<file path="src/rtl/param_curam.sv">
// Parameterised clearable single-port-pair RAM: one write port, one registered read port,
// and a sweep engine that zeroes every entry after reset or on request.
module param_curam #(
  parameter int DATA_W = 25,
  parameter int DEPTH  = 100,
  parameter int ADDR_W = 7,
  parameter int BYPASS = 1
) (
  input  logic              clk,
  input  logic              rst_n,
  input  logic              wr_en,
  input  logic [ADDR_W-1:0] wr_add,
  input  logic [DATA_W-1:0] wr_data,
  input  logic              rd_en,
  input  logic [ADDR_W-1:0] read_add,
  input  logic              clr_req,
  output logic [DATA_W-1:0] read_data,
  output logic              rd_valid,
  output logic              busy,
  output logic              addr_err
);

  typedef enum logic {IDLE, CLEAR} state_t;

  // One extra bit so DEPTH == 2**ADDR_W still compares correctly.
  localparam logic [ADDR_W:0]   DEPTH_C = (ADDR_W+1)'(DEPTH);
  localparam logic [ADDR_W-1:0] LAST_C  = ADDR_W'(DEPTH-1);

  logic [DATA_W-1:0] mem [DEPTH];

  state_t            state_q, state_d;
  logic [ADDR_W-1:0] ptr_q, ptr_d;
  logic [DATA_W-1:0] read_data_q, read_data_d;
  logic              rd_valid_q, rd_valid_d;
  logic              addr_err_q, addr_err_d;

  logic              wr_in_range, rd_in_range;
  logic              wr_ok, rd_ok;
  logic              mem_we;
  logic [ADDR_W-1:0] mem_wa;
  logic [DATA_W-1:0] mem_wd;

  assign wr_in_range = ({1'b0, wr_add}   < DEPTH_C);
  assign rd_in_range = ({1'b0, read_add} < DEPTH_C);
  assign wr_ok       = wr_en && wr_in_range;
  assign rd_ok       = rd_en && rd_in_range;

  always_comb begin
    state_d     = state_q;
    ptr_d       = ptr_q;
    read_data_d = read_data_q;
    rd_valid_d  = 1'b0;
    addr_err_d  = 1'b0;
    mem_we      = 1'b0;
    mem_wa      = wr_add;
    mem_wd      = wr_data;
    if (state_q == CLEAR) begin
      mem_we = rst_n;
      mem_wa = ptr_q;
      mem_wd = '0;
      ptr_d  = ptr_q + ADDR_W'(1);
      if (ptr_q == LAST_C) begin
        state_d = IDLE;
      end
    end else begin
      mem_we     = rst_n && wr_ok;
      addr_err_d = (wr_en && !wr_in_range) || (rd_en && !rd_in_range);
      if (rd_ok) begin
        rd_valid_d = 1'b1;
        // A colliding write either forwards its data or lets the old word through.
        if ((BYPASS != 0) && wr_ok && (wr_add == read_add)) begin
          read_data_d = wr_data;
        end else begin
          read_data_d = mem[read_add];
        end
      end
      // The same-cycle access above still completes; the sweep begins next edge.
      if (clr_req) begin
        state_d = CLEAR;
        ptr_d   = '0;
      end
    end
  end

  always_ff @(posedge clk) begin
    if (!rst_n) begin
      state_q     <= CLEAR;
      ptr_q       <= '0;
      read_data_q <= '0;
      rd_valid_q  <= 1'b0;
      addr_err_q  <= 1'b0;
    end else begin
      state_q     <= state_d;
      ptr_q       <= ptr_d;
      read_data_q <= read_data_d;
      rd_valid_q  <= rd_valid_d;
      addr_err_q  <= addr_err_d;
    end
  end

  always_ff @(posedge clk) begin
    if (mem_we) begin
      mem[mem_wa] <= mem_wd;
    end
  end

  assign read_data = read_data_q;
  assign rd_valid  = rd_valid_q;
  assign addr_err  = addr_err_q;
  assign busy      = (state_q == CLEAR);

endmodule

</file>
<file path="config.mk">
export PLATFORM = sky130hd
export DESIGN_NAME = param_curam
export DESIGN_NICKNAME = d
export VERILOG_FILES = /design/src/rtl/param_curam.sv
export SDC_FILE = /design/constraint.sdc
export NUM_CORES = 2
export LEC_CHECK = 0
export CORE_AREA = 2 2 408 410
export CTS_CLUSTER_SIZE = 10
export DETAILED_ROUTE_END_ITERATION = 6
export DIE_AREA = 0 0 410 412
export PLACE_DENSITY_LB_ADDON = 0.05
export SLEW_MARGIN = 20
export SYNTH_ARGS = -nofsm -noshare
export SYNTH_HDL_FRONTEND = slang
export SYNTH_SLANG_ARGS = --single-unit
</file>
<file path="constraint.sdc">
create_clock -name clk -period 8.9 [get_ports clk]
set_input_delay 0.89 -clock clk [delete_from_list [all_inputs] [get_ports clk]]
set_output_delay 0.89 -clock clk [all_outputs]
set_load 0.01 [all_outputs]
</file>
==> flow_metrics.env <==
export IMPL_cp_required_ns=9.67
export IMPL_yosys_area_share_simple=0.0208
export IMPL_num_rows=149
export IMPL_dpl_cell_area_sq_um=102000
export IMPL_setup_violations_final=0
export IMPL_grt_antenna_before_repair=26
export IMPL_first_global_vias=47000
export IMPL_ys_async_sr_fraction=0
export IMPL_wl_per_cell_um=40.3
export IMPL_ys_top_cells_by_area="edfxtp_1 (77%), mux4_2 (15%), mux2i_1 (1.3%)"
export IMPL_synth_top_family_by_area="multiplexers"
export IMPL_drive_gt1_frac=0.272
export IMPL_drc=0
export IMPL_globalplace_congestion=0.932
export IMPL_rr_worst_depth=5
export IMPL_grt_usage=0.333
export IMPL_ys_ff_latch=2535
export IMPL_root_buffer="clkbuf_16"
export IMPL_critical_path_max_fanout=68
export IMPL_cts_buffer_depth=4
export IMPL_synthFlopType="edfxtp_1"
export IMPL_routed_wl_um=278000
export IMPL_grt_overflow=0
export IMPL_worstHoldStart="read_data[17]$_SDFFE_PN0P_"
export IMPL_end_kind="register"
export IMPL_synth_edf_count=2500
export IMPL_setup_tns_ns=0
export IMPL_fin_crit_ns=4.46
export IMPL_seqCellArea_sq_um=75800
export IMPL_crit_arrival_ns=5.23
export IMPL_ys_warnings_count=0
export IMPL_ioPinCount=72
export IMPL_clkSinkCount=2535
export IMPL_p_leak_nw=34.8
export IMPL_rr_startpoint="busy$_SDFF_PN1_"
export IMPL_cts_tree="built"
export IMPL_rsz0062_at_grt="no"
export IMPL_vias=49400
export IMPL_synthCells=4369
export IMPL_htree_levels=5
export IMPL_path_class="primary input to register"
export IMPL_synth_xor_area_frac=0.000625
export IMPL_status="complete, no violations"
export IMPL_fp_dieArea_sq_um=169000
export IMPL_numCtsBuffers=304
export IMPL_clk_latency_ns=0.95
export IMPL_grt_pass1_wl_um=382000
export IMPL_io_buffer_count=71
export IMPL_startpoint="read_add[0]"
export IMPL_yosysSeqAreaShare=0.773
export IMPL_cap_violations=0
export IMPL_tightest_slew_ns=1.19
export IMPL_maxSlewViolCount=0
export IMPL_grt_max_degree=120
export IMPL_worstReg2RegEnd="mem[83][24]$_DFFE_PP_"
export IMPL_final_cell_area_sq_um=110000
export IMPL_core_area_sq_um=164000
export IMPL_synthAdderAreaFrac=0.000128
export IMPL_drt_iter0_markers=8656
export IMPL_ys_types=69
export IMPL_dr_pass1_iters=6
export IMPL_fp_dieW_um=410
export IMPL_die_h_um=412
export IMPL_mostFrequentLayoutCells="edfxtp_1 (2500), mux4_2 (671), clkbuf_16 (311)"
export IMPL_place_inst=6501
export IMPL_power_density_nw_per_um2=225
export IMPL_synth_area_per_cell_sq_um=22.5
export IMPL_finClkSkew_ns=0.0536
export IMPL_final_cells=6889
export IMPL_post_cts_resized=0
export IMPL_synthMuxAreaShare=0.169
export IMPL_finalCritPeriodShare=0.501
export IMPL_nets=4666
export IMPL_slew_limit_headroom=0.209
export IMPL_clkTransAtPathRegs_ns=0.06
export IMPL_vdd_drop_max_mv=0.222
export IMPL_start_util=0.597
export IMPL_fillers=10300
export IMPL_endpoint="read_data[14]$_SDFFE_PN0P_"
export IMPL_synth_compound_area_frac=0.0214
export IMPL_syn2layout_area_growth_pct=12.2
export IMPL_post_dp_hpwl_um=168000
export IMPL_synth_nets=4414
export IMPL_ctsHoldBuffers=0
export IMPL_synth_area_leader_cell="edfxtp_1"
export IMPL_route_antenna_remaining_nets=0
export IMPL_yosysTopAreaCellShare=0.765
export IMPL_ff2ff_setup_slack_ns=4.45
export IMPL_crit_path_start_kind="primary input"
export IMPL_cts_setup_buffers=0
export IMPL_hold_violations=0
export IMPL_hold_path_class="register to register"
export IMPL_via_per_inst=7.16
export IMPL_layout_commonest_cell="edfxtp_1"
export IMPL_fmax_ghz=0.224
export IMPL_netlist_area_sq_um=98100
export IMPL_multi_input_area_sq_um=21600
## how the worst min path moves through the flow
stage / end / slack (ns) / depth (start not counted)
2_1_floorplan: read_data[3]$_SDFFE_PN0P_ / 0.49 / 2
3_3_place_gp: read_data[3]$_SDFFE_PN0P_ / 0.51 / 2
3_5_place_dp: read_data[3]$_SDFFE_PN0P_ / 0.52 / 2
4_1_cts: read_data[3]$_SDFFE_PN0P_ / 0.53 / 2
5_1_grt: read_data[3]$_SDFFE_PN0P_ / 0.56 / 2
6_report: read_data[17]$_SDFFE_PN0P_ / 0.55 / 2
## final cells by class
type / instances / area share
inverters: 10 / 0.000409
repair buffers: 199 / 0.0168
multi-input cells: 1571 / 0.196
flip-flops and latches: 2535 / 0.688
diodes: 5 / 0.000114
well taps: 2189 / 0.0249
clock inverters: 6 / 0.000443
clock buffers: 374 / 0.0728
## metal layers
metal | global-route usage | share of wire | vias up
li1 | - | - | 18900
met1 | 0.513 | 0.39 | 26400
met3 | 0.124 | 0.15 | 468
met5 | 0.00989 | 0.0013 | -
met4 | 0.0960 | 0.029 | 20
met2 | 0.450 | 0.43 | 3569
## synth_stat cells, types with 19 or more instances
library cell and instances:
nor2_1 144, nand2_1 117, dfxtp_1 35, o211ai_1 30, nand3_1 60, a22oi_1 21
nor3_1 24, buf_1 20, edfxtp_1 2500, buf_6 30, nor2b_1 39, mux2i_1 129
a221oi_1 22, buf_2 83, o21ai_0 55, a31oi_1 19, buf_4 44, clkbuf_1 68
mux4_2 671, a21oi_1 60
## logic make-up after synthesis
kind of cell	Yosys count
compound gates	309
xor+xnor	7
fa+ha+maj	1
buf+inv	263
flops	2535
mux	811
simple gates	443
## metrics by stage
| step | power, mW | utilization | hold slack [ns] | setup slack (ns) |
|---|---|---|---|---|
| after global placement | 14.3 | 0.620 | 0.514 | 3.74 |
| after floorplan | 13.8 | - | 0.494 | 4.58 |
| final | 24.7 | 0.670 | 0.552 | 4.44 |
| after global routing | 25.3 | 0.670 | 0.560 | 4.34 |
| after detailed placement | 14.3 | 0.621 | 0.524 | 3.74 |
| after CTS | 24.8 | 0.670 | 0.532 | 4.53 |
## state kept, by name, indices dropped and copies added, names as in the netlist
register / flops
addr_err: 1
busy: 1
mem: 2500
ptr_q: 7
rd_valid: 1
read_data: 25
## critical path, stage by stage
cell and delay (ns):
buf_8 0.61, buf_4 0.68, buf_4 0.50, mux4_2 0.56, mux2i_1 0.15, o221ai_1 0.35, o2111ai_1 0.70, o21ai_0 0.35
nand2_1 0.21, a21oi_1 0.08
## power by group
part | leakage (nW) | internal (mW) | switching (mW) | total (mW)
Sequential | 23.5 | 12.9 | 0.00633 | 13.0
Combinational | 7.44 | 0.423 | 0.711 | 1.13
Clock | 3.93 | 6.23 | 4.41 | 10.6
Power figures use the tool's default switching activity.
